`config.mk`:
```
export PLATFORM = sky130hd
export DESIGN_NAME = transmisor_scheduler_flat
export DESIGN_NICKNAME = d
export VERILOG_FILES = /design/src/rtl/transmisor_pkg.sv /design/src/rtl/transmisor_scheduler_if.sv /design/src/rtl/rr_arbiter3.sv /design/src/rtl/transmisor_scheduler.sv /design/src/flat_wrapper.sv
export SDC_FILE = /design/constraint.sdc
export NUM_CORES = 1
export LEC_CHECK = 0
export ABC_AREA = 1
export CAP_MARGIN = 30
export CORE_MARGIN = 4
export CORE_UTILIZATION = 41
export DETAILED_ROUTE_END_ITERATION = 10
export HOLD_SLACK_MARGIN = 0.02
export PLACE_DENSITY = 0.77
export SLEW_MARGIN = 10
export SYNTH_ARGS = -nofsm -noshare
export SYNTH_HDL_FRONTEND = slang
export SYNTH_SLANG_ARGS = --single-unit
export TNS_END_PERCENT = 5
```
`constraint.sdc`:
```
create_clock -name clk -period 2.5 [get_ports clk]
set_input_delay 0.75 -clock clk [delete_from_list [all_inputs] [get_ports clk]]
set_output_delay 0.75 -clock clk [all_outputs]
set_load 0.02 [all_outputs]
```
`src/rtl/transmisor_pkg.sv`:
```
// transmisor_pkg: shared encodings and slot timing for the transmisor scheduler
package transmisor_pkg;
    localparam logic [1:0] DS_8 = 2'b00;
    localparam logic [1:0] DS_16 = 2'b01;
    localparam logic [1:0] DS_32 = 2'b10;
    localparam logic [1:0] GR_IDLE = 2'b00;
    localparam logic [1:0] GR_8 = 2'b01;
    localparam logic [1:0] GR_16 = 2'b10;
    localparam logic [1:0] GR_32 = 2'b11;
    localparam logic [7:0] IDLE_SYM_DEF = 8'hBC;
    typedef enum logic {ST_IDLE, ST_RUN} state_t;
    function automatic int slot_len(input logic [1:0] ds, input int byte_cycles);
        return ds == DS_32 ? 4 * byte_cycles : ds == DS_16 ? 2 * byte_cycles : byte_cycles;
    endfunction
endpackage

```
`src/rtl/transmisor_scheduler_if.sv`:
```
// transmisor_scheduler_if: requester handshakes plus the transmitter drive bundle
interface transmisor_scheduler_if;
    logic        req8_valid;
    logic [7:0]  req8_data;
    logic        req8_k;
    logic        req8_ready;
    logic        req16_valid;
    logic [15:0] req16_data;
    logic        req16_ready;
    logic        req32_valid;
    logic [31:0] req32_data;
    logic        req32_ready;
    logic        tx_enb;
    logic        tx_K;
    logic [7:0]  tx_dataIn;
    logic [15:0] tx_dataIn16;
    logic [31:0] tx_dataIn32;
    logic [1:0]  tx_dataS;
    logic [1:0]  grant;
    logic        busy;
    modport slave (
        input  req8_valid, req8_data, req8_k, req16_valid, req16_data, req32_valid, req32_data,
        output req8_ready, req16_ready, req32_ready,
        output tx_enb, tx_K, tx_dataIn, tx_dataIn16, tx_dataIn32, tx_dataS, grant, busy
    );
    modport master (
        output req8_valid, req8_data, req8_k, req16_valid, req16_data, req32_valid, req32_data,
        input  req8_ready, req16_ready, req32_ready,
        input  tx_enb, tx_K, tx_dataIn, tx_dataIn16, tx_dataIn32, tx_dataS, grant, busy
    );
endinterface

```
`src/rtl/rr_arbiter3.sv`:
```
// rr_arbiter3: 3-way combinational round-robin; pointer advances past the winner on en
module rr_arbiter3 (
    input  logic       clk,
    input  logic       rst,
    input  logic       en,
    input  logic [2:0] req,
    output logic [2:0] gnt,
    output logic       any
);
    logic [1:0] ptr, p1, p2, win;
    function automatic logic [1:0] inc3(input logic [1:0] p);
        return p == 2'd2 ? 2'd0 : p + 2'd1;
    endfunction
    always_comb begin
        p1 = inc3(ptr);
        p2 = inc3(p1);
        any = |req;
        win = req[ptr] ? ptr : req[p1] ? p1 : p2;
        gnt = (en && any) ? 3'b001 << win : 3'b000;
    end
    always_ff @(posedge clk)
        if (rst) ptr <= 2'd0;
        else if (en && any) ptr <= inc3(win);
endmodule

```
`src/rtl/transmisor_scheduler.sv`:
```
// transmisor_scheduler: slot-based round-robin feeder for the transmisor serializer,
// holding each word for its serialization time and filling gaps with comma symbols
module transmisor_scheduler
    import transmisor_pkg::*;
#(
    parameter int         BYTE_CYCLES = 10,
    parameter logic [7:0] IDLE_SYM    = IDLE_SYM_DEF
) (
    input  logic clk,
    input  logic rst,
    input  logic enb,
    transmisor_scheduler_if.slave bus
);
    localparam int CW = $clog2(4 * BYTE_CYCLES);
    state_t state, state_nxt;
    logic [CW-1:0] cnt;
    logic [2:0] gnt;
    logic [1:0] ds_nxt, gr_nxt;
    logic bnd, any;
    assign bnd = enb && !rst && cnt == '0;
    rr_arbiter3 u_arb (
        .clk (clk),
        .rst (rst),
        .en  (bnd),
        .req ({bus.req32_valid, bus.req16_valid, bus.req8_valid}),
        .gnt (gnt),
        .any (any)
    );
    assign bus.req8_ready  = gnt[0];
    assign bus.req16_ready = gnt[1];
    assign bus.req32_ready = gnt[2];
    always_comb begin
        state_nxt = bnd ? ST_RUN : state;
        ds_nxt = gnt[2] ? DS_32 : gnt[1] ? DS_16 : DS_8;
        gr_nxt = gnt[2] ? GR_32 : gnt[1] ? GR_16 : gnt[0] ? GR_8 : GR_IDLE;
    end
    always_ff @(posedge clk)
        state <= rst ? ST_IDLE : state_nxt;
    // unselected data lanes keep their last word so the serializer inputs stay quiet
    always_ff @(posedge clk) begin
        if (rst) begin
            cnt             <= '0;
            bus.tx_enb      <= 1'b0;
            bus.tx_K        <= 1'b0;
            bus.tx_dataIn   <= '0;
            bus.tx_dataIn16 <= '0;
            bus.tx_dataIn32 <= '0;
            bus.tx_dataS    <= DS_8;
            bus.grant       <= GR_IDLE;
            bus.busy        <= 1'b0;
        end else if (bnd) begin
            cnt          <= CW'(slot_len(ds_nxt, BYTE_CYCLES) - 1);
            bus.tx_enb   <= 1'b1;
            bus.tx_K     <= gnt[0] ? bus.req8_k : !any;
            bus.tx_dataS <= ds_nxt;
            bus.grant    <= gr_nxt;
            bus.busy     <= any;
            if (gnt[0] || !any) bus.tx_dataIn <= any ? bus.req8_data : IDLE_SYM;
            if (gnt[1]) bus.tx_dataIn16 <= bus.req16_data;
            if (gnt[2]) bus.tx_dataIn32 <= bus.req32_data;
        end else if (enb && cnt != '0) begin
            cnt <= cnt - CW'(1);
        end
    end
endmodule

```
`src/flat_wrapper.sv`:
```
// flat-port wrapper written by rule: the top's interface ports become plain ports
module transmisor_scheduler_flat import transmisor_pkg::*;
#(
    parameter int         BYTE_CYCLES = 10,
    parameter logic [7:0] IDLE_SYM    = IDLE_SYM_DEF
)
  (clk, rst, enb, bus_req8_valid, bus_req8_data, bus_req8_k, bus_req16_valid, bus_req16_data, bus_req32_valid, bus_req32_data, bus_req8_ready, bus_req16_ready, bus_req32_ready, bus_tx_enb, bus_tx_K, bus_tx_dataIn, bus_tx_dataIn16, bus_tx_dataIn32, bus_tx_dataS, bus_grant, bus_busy);
  transmisor_scheduler_if bus_i ();
  input  logic clk;
  input  logic rst;
  input  logic enb;
  input wire logic [$bits(bus_i.req8_valid)-1:0] bus_req8_valid;
  input wire logic [$bits(bus_i.req8_data)-1:0] bus_req8_data;
  input wire logic [$bits(bus_i.req8_k)-1:0] bus_req8_k;
  input wire logic [$bits(bus_i.req16_valid)-1:0] bus_req16_valid;
  input wire logic [$bits(bus_i.req16_data)-1:0] bus_req16_data;
  input wire logic [$bits(bus_i.req32_valid)-1:0] bus_req32_valid;
  input wire logic [$bits(bus_i.req32_data)-1:0] bus_req32_data;
  output wire logic [$bits(bus_i.req8_ready)-1:0] bus_req8_ready;
  output wire logic [$bits(bus_i.req16_ready)-1:0] bus_req16_ready;
  output wire logic [$bits(bus_i.req32_ready)-1:0] bus_req32_ready;
  output wire logic [$bits(bus_i.tx_enb)-1:0] bus_tx_enb;
  output wire logic [$bits(bus_i.tx_K)-1:0] bus_tx_K;
  output wire logic [$bits(bus_i.tx_dataIn)-1:0] bus_tx_dataIn;
  output wire logic [$bits(bus_i.tx_dataIn16)-1:0] bus_tx_dataIn16;
  output wire logic [$bits(bus_i.tx_dataIn32)-1:0] bus_tx_dataIn32;
  output wire logic [$bits(bus_i.tx_dataS)-1:0] bus_tx_dataS;
  output wire logic [$bits(bus_i.grant)-1:0] bus_grant;
  output wire logic [$bits(bus_i.busy)-1:0] bus_busy;
  assign bus_i.req8_valid = bus_req8_valid;
  assign bus_i.req8_data = bus_req8_data;
  assign bus_i.req8_k = bus_req8_k;
  assign bus_i.req16_valid = bus_req16_valid;
  assign bus_i.req16_data = bus_req16_data;
  assign bus_i.req32_valid = bus_req32_valid;
  assign bus_i.req32_data = bus_req32_data;
  assign bus_req8_ready = bus_i.req8_ready;
  assign bus_req16_ready = bus_i.req16_ready;
  assign bus_req32_ready = bus_i.req32_ready;
  assign bus_tx_enb = bus_i.tx_enb;
  assign bus_tx_K = bus_i.tx_K;
  assign bus_tx_dataIn = bus_i.tx_dataIn;
  assign bus_tx_dataIn16 = bus_i.tx_dataIn16;
  assign bus_tx_dataIn32 = bus_i.tx_dataIn32;
  assign bus_tx_dataS = bus_i.tx_dataS;
  assign bus_grant = bus_i.grant;
  assign bus_busy = bus_i.busy;
  transmisor_scheduler #(.BYTE_CYCLES(BYTE_CYCLES), .IDLE_SYM(IDLE_SYM)) u_core (.clk(clk), .rst(rst), .enb(enb), .bus(bus_i));
endmodule
```
* Word level (Yosys, flattened, before mapping)
Cells that the tools add are included.
** Word-level totals
- Register bits after elaboration :: 71
- Word-level logic and storage cells :: 58
- Output and inout port bits :: 66
- Input bits :: 63
** Operators by class
- $lt $le $gt $ge :: 2
- Eq/ne operators :: 5
- Shifts and indexed selects :: 1
- Add/sub/neg operators :: 5
- Reduce and logical (&&, ||, !) cells :: 14
- Muxes and demuxes :: 21
** Operators with widths (count)
- two-way mux 6 bit :: 3
- two-way mux 2 bit :: 8
- equality test 2 bit (second input constant) :: 4
- two-way mux 8 bit :: 1
- adder 2 x 1 -> 2 bit (second input constant) :: 3
- zero test 6 bit :: 1
- less-than comparator 2 x 3 -> 1 bit (second input constant) :: 2
- AND reduction 2 bit :: 3
- nonzero test 6 bit :: 1
- subtractor 6 x 1 -> 6 bit (second input constant) :: 1
- subtractor 6 x 2 -> 6 bit (second input constant) :: 1
- two-way mux 1 bit :: 5
- two-way mux 5 bit :: 1
- binary-select mux 1 bit (select 2 bit) :: 2
- logical AND 1 bit :: 4
- two-way mux 3 bit :: 1
- OR reduction 3 bit :: 1
- << shifter 1 x 2 -> 3 bit (first input constant) :: 1
- equality test 2 x 1 -> 1 bit (second input constant) :: 1
- zero test 1 bit :: 2
- nonzero test 2 bit :: 1
- logical OR 1 bit :: 1

* Depth between registers and ports, before layout
Gate-level depths: netlist of run 1.
- Depth in word-level cells :: 15
- Depth in mapped cells :: 11
- Mapped depth without buffers :: 10

* Modules after synthesis
From an unflattened synthesis of run 1, not the netlist that was laid out.
** Unflattened totals
- Cell total of the unflattened synthesis :: 388
- Area total of the unflattened synthesis :: 2864.0 µm²
** Modules (own cells, without submodules)
- transmisor_scheduler :: instances 1, area each 2651.3 µm², cells an instance 346, seq. area each 1381.3 µm²
- rr_arbiter3 :: instances 1, area each 212.7 µm², cells an instance 42, seq. area each 40.0 µm²

* Worst setup path after synthesis of run 1
No wires, ideal clock.
- Path kind :: input to output
- Start :: in bus_req32_valid
- End :: out bus_req32_ready
- Path buffers :: 0
- Data required time :: 1750 ps
- Stages on the path :: 8
- Slack :: 209 ps
- Data arrival time :: 1541 ps
- Path through :: nand2_1 nand2_1 nand2_1 nand2_1 nand2_1 nor2_2 nand2_1 inv_1
** Between the ends
- Word-level cells in the longest chain between the ends :: 6
- Elaborated cells between the ends (all ways) :: 10
- Those cells by class :: shift: 1; mux: 7; reduce/logical: 2
** Ends and longest elaborated chain
- from (decl) :: RTL line flat_wrapper.sv:17 : input wire logic [$bits(bus_i.req32_valid)-1:0] bus_req32_valid;
- binary-select mux 1 bit (select 2 bit) :: RTL line rr_arbiter3.sv:18 : win = req[ptr] ? ptr : req[p1] ? p1 : p2;
- two-way mux 1 bit (implied by the code) :: RTL line rr_arbiter3.sv:18
- two-way mux 2 bit (2 in series) :: RTL line rr_arbiter3.sv:18
- << shifter 1 x 2 -> 3 bit :: RTL line rr_arbiter3.sv:19 : gnt = (en && any) ? 3'b001 << win : 3'b000;
- two-way mux 3 bit * :: RTL line rr_arbiter3.sv:19
- to (decl) :: RTL line flat_wrapper.sv:21 : output wire logic [$bits(bus_i.req32_ready)-1:0] bus_req32_ready;
Mark *: on every way between the ends. The rest lies on a longest branch, timed or not. The select of a mux whose other input is x is not followed.

* Final worst setup path of run 1
- Start :: in bus_req8_valid
- End :: out bus_req16_ready
** Between the ends
- Word-level cells in the longest chain between the ends :: 6
- Elaborated cells between the ends (all ways) :: 10
- Those cells by class :: shift: 1; mux: 7; reduce/logical: 2
** Ends and longest elaborated chain
- from (decl) :: RTL line flat_wrapper.sv:12 : input wire logic [$bits(bus_i.req8_valid)-1:0] bus_req8_valid;
- binary-select mux 1 bit (select 2 bit) :: RTL line rr_arbiter3.sv:18
- two-way mux 1 bit (implied by the code) :: RTL line rr_arbiter3.sv:18
- two-way mux 2 bit (2 in series) :: RTL line rr_arbiter3.sv:18
- << shifter 1 x 2 -> 3 bit :: RTL line rr_arbiter3.sv:19
- two-way mux 3 bit * :: RTL line rr_arbiter3.sv:19
- to (decl) :: RTL line flat_wrapper.sv:20 : output wire logic [$bits(bus_i.req16_ready)-1:0] bus_req16_ready;
Marks and branches as above.

==> flow_metrics.tcl, run 1 <==
set metrics [dict create \
    path_common_cell "nand2_1" \
    critical_path.reg2reg.startpoint "u_core.cnt[1]" \
    insertion_delay_ns 0.33 \
    worst-r2r-cell-count 11 \
    holdPathEnd "u_core.bus.tx_dataIn[6]" \
    slowest_delay_ns 0.16 \
    tritoncts "done" \
    cp.arrival_ns 1.64 \
    drt_iter0_drc 116 \
    tritoncts.num_buffers 9 \
    synth.cell_area_mm2 0.00286 \
    ys_types 29 \
    crit_path_max_fanout 4 \
    syn_avg_cell_area_um2 7.77 \
    globalRoute.totalOverflow 0 \
    worst-slew-pin-transition_ns 0.502 \
    io_buffers 128 \
    critical_path.reg2reg.endpoint "u_core.bus.tx_dataIn[0]" \
    cts_htree_levels 3 \
    post_synth_top_area_cell "dfxtp_1" \
    result_of_the_run "finished, final reports clean" \
    finalHoldViolCount 0 \
    synthTopCellsByCount "101 x nand2_1, 71 x dfxtp_1, 49 x a21oi_1, 38 x nor2_1, 19 x o21ai_0" \
    final_min_period_over_clock_period_pct 95.4 \
    fin_worst_skew_ns 0.00979 \
    power.static_leakage_nw 1.83 \
    ys_seq_elements 71 \
    worst_setup_hold_path_clk_slew_ns 0.08 \
    drt_pre_antenna_iters 4 \
    layout_overhead_on_the_synthesized_area_pct 61.2 \
    syn_nets 433 \
    netlist_instances 368 \
    post-synth-top-count-cell "nand2_1" \
    dp.final_hpwl_mm 5.90 \
    synth_edf_count 0 \
    grt_first_pass_wirelength_mm 13.1 \
    first_global_vias 2915 \
    min_from "u_core.bus.tx_dataIn[6]" \
    floorplan.io_pins 129 \
    ant_nets 0 \
    biggest_area_contributors_in_the_synthesized_netlist "dfxtp_1 50%, nand2_1 13%, a21oi_1 8.6%, nor2_1 5.0%, o21ai_0 3.3%" \
    min_delay_path_depth 2 \
    relSlewSlack_pct 66.5 \
    grt_max_degree 49 \
    cp.required_ns 1.75 \
    drv_slew 0 \
    hp-class "reg2reg" \
    crit_start_category "input port" \
    post-place-ws_ns -0.748 \
    whs_ns 0.462 \
    worstPathCellList "clkbuf_2 -> inv_1 -> nand2_1 -> nand2_1 -> nand2_1 -> nand2_2 -> buf_4 -> nand2_4 -> clkinv_2 -> buf_4" \
    worst-r2r-setup-slack_ns 0.77 \
    n_antenna_cell 0 \
    clockRootBuffer "clkbuf_8" \
    die_x_um 91.5 \
    drt-vias-per-instance 4.69 \
    final_layout_size_suffix_gt1_share_pct 15.7 \
    endpoint_class_of_the_critical_path "output pin" \
    chipHeight_um 91.5 \
    ys_seq_area_share_pct 49.7 \
    detail_route.wirelength_mm 7.98 \
    ys.flop_type "dfxtp_1" \
    fmaxAchievable_ghz 0.419 \
    p_per_area_mw_per_mm2 578 \
    gp_congestion 0.772 \
    period_minus_slack_ns 2.39 \
    die_area_mm2 0.00837 \
    synth_top_cell_area_share_pct 49.7 \
    core_area_mm2 0.00679 \
    global_route.usage.total_pct 19.0 \
    num-nets-final 588 \
    critical-path-slowest-cell "buf_4" \
    clock_path_buffers 2 \
    final_core_utilization_pct 67.8 \
    irDropWorstVdd_mv 0.303 \
    start_util_pct 42.1 \
    cts.sink_count 71 \
    routed-via-count 2926 \
    synth-warning-count 0 \
    antenna_found_initial 0 \
    critPathKind "in2out" \
    max_capacitance_violation_count 0 \
    num-fill-cells 604 \
    rows 30 \
    route.detailed.drc 0 \
    finalSetupViolCount 0 \
    routed_wire_length_per_instance_um 12.8 \
    layout_setup_ws_ns 0.114 \
    fraction_of_registers_with_async_set_reset_pct 0 \
]
placed cells by master, fill, tap and decap left out, types with 3 or more instances in the layout:
cell type and count:
buf_4 34, nand2_1 98, clkdlybuf4s50_1 120, clkbuf_2 3, nor2_1 38, nand3_1 11, inv_1 14, inv_2 6
nand2_2 6, nor2_4 5, o21ai_1 9, nand4_1 5, a21oi_1 49, clkbuf_8 9, clkinv_2 3, o21ai_0 19
or2_2 5, dfxtp_1 71, xnor2_1 3
worst max-delay path by stage:
| stage | from | endpoint | slack, ns | cells after the start |
|---|---|---|---|---|
| after detailed placement | bus_req16_valid | bus_req32_ready | -0.75 | 8 |
| after global routing | u_core.cnt[1] | bus_req8_ready | -0.01 | 9 |
| after global placement | bus_req16_valid | bus_req8_ready | -0.71 | 8 |
| final | bus_req8_valid | bus_req16_ready | 0.11 | 10 |
| after floorplan | bus_req32_valid | bus_req32_ready | 0.21 | 8 |
| after CTS | bus_req8_valid | bus_req32_ready | -0.003 | 8 |
flip-flops by register name, summed over array words and instances, names as in the netlist:
signal / cells
u_core.bus.tx_dataIn: 8
u_core.u_arb.ptr: 2
u_core.bus.tx_dataS: 2
u_core.bus.tx_K: 1
u_core.cnt: 6
u_core.bus.tx_dataIn16: 16
u_core.bus.tx_enb: 1
u_core.bus.busy: 1
u_core.bus.grant: 2
u_core.bus.tx_dataIn32: 32
worst max-delay path: cells and delay by family:
family / cells / cell delay [ns]
buffers and inverters: 5 / 0.54
and+or+nand+nor: 5 / 0.35
repair_timing:
item / in CTS / in global routing
hold buffers: 0 / 0
resized for setup: 21 / 11
endpoints found under the setup margin: 3 / 3
pin swaps: 3 / 5
buffers inserted: 0 / 1
where the power goes:
part	total [mW]	internal (mW)	switching (mW)
clock network	0.987	0.565	0.422
logic	0.471	0.252	0.219
registers	1.20	1.17	0.0332
total	2.66	1.99	0.674
per-layer routing:
layer	vias up	GRT usage [%]	part of all wire (%)
li1	1505	-	-
met1	1332	22.2	43
met2	72	33.2	50
met3	17	3.98	4.3
met4	0	8.17	2.1
met5	-	0	0
cell families after synthesis:
kind of cell | Yosys count | share of synthesized area, %
xor gates and xnor gates | 4 | 1.23
and+or+nand+nor | 173 | 27.0
DFF | 71 | 49.7
adders and majority gates | 2 | 0.876
buffers and inverters | 38 | 6.96
AOI/OAI and AO/OA | 80 | 14.2
through the flow:
step / power [mW] / instance area, um2 / instances / setup TNS [ns]
floorplan: 1.45 / 2860 / 368 / 0
global placement: 1.69 / 4390 / 607 / -2.07
detailed placement: 1.70 / 4390 / 607 / -2.18
CTS: 2.68 / 4590 / 623 / -0.00276
global route: 2.79 / 4610 / 624 / -0.0161
finish: 2.66 / 4610 / 624 / 0
final cells by class:
cell class / instances / area (um2) / area share (%)
Tap cell: 96 / 120 / 2.61
Inverter: 22 / 85.1 / 1.85
Timing Repair Buffer: 160 / 1510 / 32.7
Clock buffer: 11 / 131 / 2.85
Sequential cell: 71 / 1420 / 30.9
Clock inverter: 5 / 82.6 / 1.79
Multi-Input combinational cell: 259 / 1260 / 27.4
Power figures use the tool's default switching activity.
==> inputs of run 2 (changes only) <==
--- a/config.mk
+++ b/config.mk
@@ -8,10 +8,10 @@
 export ABC_AREA = 1
 export CAP_MARGIN = 30
 export CORE_MARGIN = 4
-export CORE_UTILIZATION = 41
+export CORE_UTILIZATION = 30
 export DETAILED_ROUTE_END_ITERATION = 10
 export HOLD_SLACK_MARGIN = 0.02
-export PLACE_DENSITY = 0.77
+export PLACE_DENSITY = 0.59
 export SLEW_MARGIN = 10
 export SYNTH_ARGS = -nofsm -noshare
 export SYNTH_HDL_FRONTEND = slang
==> flow_metrics.tcl, run 2 (same netlist as run 1, synthesis figures left out) <==
set metrics [dict create \
    layout_overhead_on_the_synthesized_area_pct 65.8 \
    critical-path-slowest-cell "dfxtp_1" \
    detail_route.wirelength_mm 8.48 \
    fmaxAchievable_ghz 0.424 \
    globalRoute.totalOverflow 0 \
    finalSetupViolCount 0 \
    hp-class "reg2reg" \
    die_x_um 106 \
    dp.final_hpwl_mm 6.19 \
    final_layout_size_suffix_gt1_share_pct 17.3 \
    tritoncts "done" \
    cts_htree_levels 3 \
    num-nets-final 592 \
    first_global_vias 2886 \
    cpLargestDelayFamily "simple AND/OR/NAND/NOR gates" \
    io_buffers 128 \
    regMostFlops "u_core.bus.tx_dataIn32" \
    cp.arrival_ns 1.61 \
    irDropWorstVdd_mv 0.286 \
    cp.required_ns 1.75 \
    routed_wire_length_per_instance_um 12.8 \
    min_from "u_core.bus.tx_dataIn[0]" \
    layout.area.seq_mm2 0.00142 \
    fin_worst_skew_ns 0.00993 \
    global_route.usage.total_pct 15.1 \
    endpoint_class_of_the_critical_path "output pin" \
    critPathBufInv 3 \
    crit_path_start "u_core.cnt[1]" \
    multiInputGateArea_mm2 0.00128 \
    num-fill-cells 905 \
    critPathKind "reg2out" \
    critical_path.reg2reg.startpoint "u_core.u_arb.ptr[1]" \
    rows 35 \
    worst-slew-pin-transition_ns 0.540 \
    detailed_place.area_mm2 0.00446 \
    gp_congestion 0.795 \
    crit_path_max_fanout 4 \
    most_frequent_standard_cell_in_the_layout_excluding_fill_and_tap_cells "clkdlybuf4s50_1" \
    postCtsHoldBufs 0 \
    ant_nets 0 \
    setup_repair_after_global_routing_missed_its_margin "no" \
    insertion_delay_ns 0.34 \
    drt_iter0_drc 106 \
    finalSetupTns_ns 0 \
    period_minus_slack_ns 2.36 \
    core_area_mm2 0.00924 \
    chipHeight_um 106 \
    worst_setup_hold_path_clk_slew_ns 0.07 \
    crit_start_category "register" \
    clockRootBuffer "clkbuf_8" \
    biggestRegsByFlops "u_core.bus.tx_dataIn32: 32 flops, u_core.bus.tx_dataIn16: 16 flops, u_core.bus.tx_dataIn: 8 flops" \
    antenna_found_initial 0 \
    slowest_delay_ns 0.32 \
    power.static_leakage_nw 1.87 \
    p_per_area_mw_per_mm2 597 \
    drv_slew 0 \
    drt-vias-per-instance 4.40 \
    finalHoldViolCount 0 \
    grt_first_pass_wirelength_mm 13.8 \
    max_capacitance_violation_count 0 \
    layout.cells.most_common_list "120 x clkdlybuf4s50_1, 96 x nand2_1, 71 x dfxtp_1" \
    routed-via-count 2910 \
    grt_max_degree 49 \
    worstPathCellList "inv_1 -> ha_4 -> nand2_2 -> nor2_4 -> nand4_4 -> nor2_4 -> nand2_2 -> inv_1 -> buf_4" \
    floorplan.io_pins 129 \
    clock_path_buffers 2 \
    relSlewSlack_pct 64.0 \
    n_antenna_cell 0 \
    tritoncts.num_buffers 9 \
    drt_pre_antenna_iters 4 \
    start_util_pct 30.9 \
    cts.sink_count 71 \
    final_min_period_over_clock_period_pct 94.4 \
    post-route-cell-area_mm2 0.00474 \
    route.detailed.drc 0 \
    result_of_the_run "finished, final reports clean" \
    flip_flop_count_of_the_largest_register_all_copies_and_words_added 32 \
    die_area_mm2 0.0112 \
]
==> run 2: cell types whose count changed in the layout (fill, tap and decap cells not counted), sizes merged <==
cell and change:
clkinv -2, inv +1, buf +5, bufinv +1
clkbuf -1
==> run 2: path summary, 6_finish.rpt <==
kind         cells after the start  slack, ns                   endpoint
min reg2reg                      2       0.46    u_core.bus.tx_dataIn[0]
max                              9       0.14             bus_req8_ready
min                              2       0.46    u_core.bus.tx_dataIn[0]
max reg2reg                     10       0.87  u_core.bus.tx_dataIn32[6]
==> run 2: power by group <==
group          internal, mW  switching (mW)  total [mW]
Clock                 0.693           0.439        1.13
Combinational         0.262           0.234       0.496
Sequential             1.17          0.0276        1.20
Total                  2.13           0.700        2.83
==> run 2: what timing repair did <==
item / CTS / global route
endpoints found under the hold margin: 0 / 0
setup buffers: 0 / 1
pin swaps: 1 / 4
setup endpoints to repair: 3 / 3
resized for setup: 25 / 15
==> run 2: metal layers <==
metal / share of wire, % / global-route usage, % / wire length, um
met5: 0 / 0 / 0
met4: 1.6 / 6.38 / 138
met3: 4.7 / 3.18 / 399
met2: 49 / 25.3 / 4170
met1: 44 / 18.7 / 3770
==> run 2: layout make-up <==
| type | count | share of cell area, % |
|---|---|---|
| clock buffer | 11 | 2.98 |
| clock inverter | 5 | 2.19 |
| inverter | 22 | 1.80 |
| multi-input combinational | 259 | 27.0 |
| sequential | 71 | 30.0 |
| tap | 129 | 3.41 |
| timing repair buffer | 164 | 32.6 |
==> run 2: worst min-delay path: stages, from the launching register on <==
cell     delay, ns
dfxtp_1       0.31
nand2_1       0.06
a21oi_1       0.05
==> run 2: through the flow <==
step,hold WS [ns],util (%),setup WS (ns),total power [mW],instances
2_1_floorplan,0.485,-,0.209,1.45,368
3_3_place_gp,0.451,48.2,-0.727,1.70,644
3_5_place_dp,0.454,48.2,-0.760,1.71,644
4_1_cts,0.467,51.0,0.000998,2.86,660
5_1_grt,0.478,51.3,0.0406,2.96,661
6_report,0.465,51.3,0.139,2.83,661
==> inputs of run 3 (changes only) <==
--- a/config.mk
+++ b/config.mk
@@ -12,6 +12,7 @@
 export DETAILED_ROUTE_END_ITERATION = 10
 export HOLD_SLACK_MARGIN = 0.02
 export PLACE_DENSITY = 0.59
+export RECOVER_POWER = 100
 export SLEW_MARGIN = 10
 export SYNTH_ARGS = -nofsm -noshare
 export SYNTH_HDL_FRONTEND = slang
==> flow_metrics.tcl, run 3 (same netlist as run 1, synthesis figures left out) <==
set metrics [dict create \
    final_min_period_over_clock_period_pct 94.5 \
    worstPathCellList "buf_2 -> nand2_1 -> nand2_1 -> nand2_1 -> nand2_1 -> nand2_1 -> buf_6 -> nand2_4 -> clkinv_2 -> buf_6" \
    global_route.usage.total_pct 15.1 \
    die_x_um 106 \
    die_area_mm2 0.0112 \
    clock_path_buffers 2 \
    layout.cells.most_common_list "99 x nand2_1, 71 x dfxtp_1, 63 x dlygate4sd3_1" \
    flip_flop_count_of_the_largest_register_all_copies_and_words_added 32 \
    drv_slew 0 \
    finalHoldViolCount 0 \
    power.static_leakage_nw 2.07 \
    worst-slew-pin-transition_ns 0.887 \
    detail_route.wirelength_mm 8.43 \
    critical-path-slowest-cell "buf_6" \
    irDropWorstVdd_mv 0.285 \
    period_minus_slack_ns 2.36 \
    chipHeight_um 106 \
    slowest_delay_ns 0.16 \
    path_common_cell "nand2_1" \
    start_util_pct 30.9 \
    regMostFlops "u_core.bus.tx_dataIn32" \
    final_layout_size_suffix_gt1_share_pct 15.2 \
    endpoint_class_of_the_critical_path "output pin" \
    min_from "u_core.bus.tx_dataIn[0]" \
    p_per_area_mw_per_mm2 597 \
    relSlewSlack_pct 40.9 \
    cp.required_ns 1.75 \
    fmaxAchievable_ghz 0.423 \
    grt_max_degree 49 \
    most_frequent_standard_cell_in_the_layout_excluding_fill_and_tap_cells "nand2_1" \
    whs_ns 0.461 \
    min_delay_path_depth 2 \
    rows 35 \
    critPathKind "in2out" \
    max_capacitance_violation_count 0 \
    finalSetupViolCount 0 \
    result_of_the_run "finished, final reports clean" \
    critical_path.reg2reg.startpoint "u_core.u_arb.ptr[1]" \
    num-nets-final 592 \
    worst_setup_hold_path_clk_slew_ns 0.07 \
    antenna_found_initial 0 \
    io_buffers 128 \
    layout_overhead_on_the_synthesized_area_pct 64.8 \
    routed-via-count 2915 \
    crit_path_max_fanout 4 \
    tritoncts "done" \
    holdPathEnd "u_core.bus.tx_dataIn[0]" \
    cts_htree_levels 3 \
    floorplan.io_pins 129 \
    route.detailed.drc 0 \
    hp-class "reg2reg" \
    setup_repair_after_global_routing_missed_its_margin "no" \
    drt_iter0_drc 97 \
    fin_worst_skew_ns 0.0105 \
    num-fill-cells 917 \
    critical_path.reg2reg.endpoint "u_core.cnt[4]" \
    dp.final_hpwl_mm 6.19 \
    drt-vias-per-instance 4.41 \
    cp.arrival_ns 1.61 \
    insertion_delay_ns 0.34 \
    crit_start_category "input port" \
    cts.sink_count 71 \
    globalRoute.totalOverflow 0 \
    routed_wire_length_per_instance_um 12.7 \
    clockRootBuffer "clkbuf_8" \
    drt_pre_antenna_iters 4 \
    grt_first_pass_wirelength_mm 13.8 \
    postCtsHoldBufs 0 \
    core_area_mm2 0.00924 \
    n_antenna_cell 0 \
    worst-r2r-cell-count 9 \
    ant_nets 0 \
    worst-r2r-setup-slack_ns 0.53 \
    gp_congestion 0.795 \
    finalSetupTns_ns 0 \
    biggestRegsByFlops "u_core.bus.tx_dataIn32: 32 flops, u_core.bus.tx_dataIn16: 16 flops, u_core.bus.tx_dataIn: 8 flops" \
    first_global_vias 2886 \
    tritoncts.num_buffers 9 \
]
## run 3: cell count changes in the layout (fill, tap and decap cells not counted), moves of 3 or more
cell	previous run	this run
buf_4	36	30
nand2_1	96	99
clkdlybuf4s50_1	120	57
clkbuf_1	1	6
nand2_2	8	5
dlygate4sd3_1	0	63
## run 3: critical path: cells and delay by family
family,cells,cell delay [ns]
buffers and inverters,4,0.47
and+or+nand+nor,6,0.39
## run 3: routing by layer
metal  up-vias  GRT usage [%]  wire length (um)
met3        14           3.18               375
met4         0           6.38               151
li1       1513              -                 -
met2        70           25.3              4150
met5         -              0                 0
met1      1318           18.7              3750
## run 3: metrics by stage
| step | worst slack [ns] | area [um2] | power [mW] | utilization [%] | std cells |
|---|---|---|---|---|---|
| after floorplan | 0.209 | 2860 | 1.45 | - | 368 |
| after global placement | -0.727 | 4460 | 1.70 | 48.2 | 644 |
| after detailed placement | -0.760 | 4460 | 1.71 | 48.2 | 644 |
| after CTS | 0.000998 | 4710 | 2.86 | 51.0 | 660 |
| after global routing | 0.0362 | 4710 | 2.94 | 51.0 | 661 |
| final | 0.138 | 4710 | 2.81 | 51.0 | 661 |
## run 3: where the power goes
part / total [mW] / switching (mW) / internal, mW
Sequential: 1.20 / 0.0262 / 1.17
Clock: 1.13 / 0.438 / 0.693
Combinational: 0.481 / 0.232 / 0.249
## run 3: how the worst max path moves through the flow
stage,to,startpoint,slack (ns),cells after the start
after floorplan,bus_req32_ready,bus_req32_valid,0.21,8
after global placement,bus_req32_ready,bus_req16_valid,-0.73,8
after detailed placement,bus_req32_ready,bus_req16_valid,-0.76,8
after CTS,bus_req16_ready,bus_req8_valid,0.001,10
after global routing,bus_req32_ready,u_core.cnt[1],0.04,9
final,bus_req16_ready,bus_req32_valid,0.14,10
## run 3: repair_timing
action	in CTS	in global routing
hold endpoints to repair	0	0
pin swaps	1	4
endpoints found under the setup margin	3	3
resized for setup	25	15
buffers inserted	0	1
## run 3: cell type report
| class | count | area [um2] | share of cell area [%] |
|---|---|---|---|
| clock inverter | 5 | 104 | 2.21 |
| inverter | 22 | 85.1 | 1.81 |
| clock buffer | 11 | 141 | 3.00 |
| tap | 129 | 161 | 3.43 |
| multi-input combinational | 259 | 1270 | 27.0 |
| sequential | 71 | 1420 | 30.2 |
| timing repair buffer | 164 | 1520 | 32.4 |
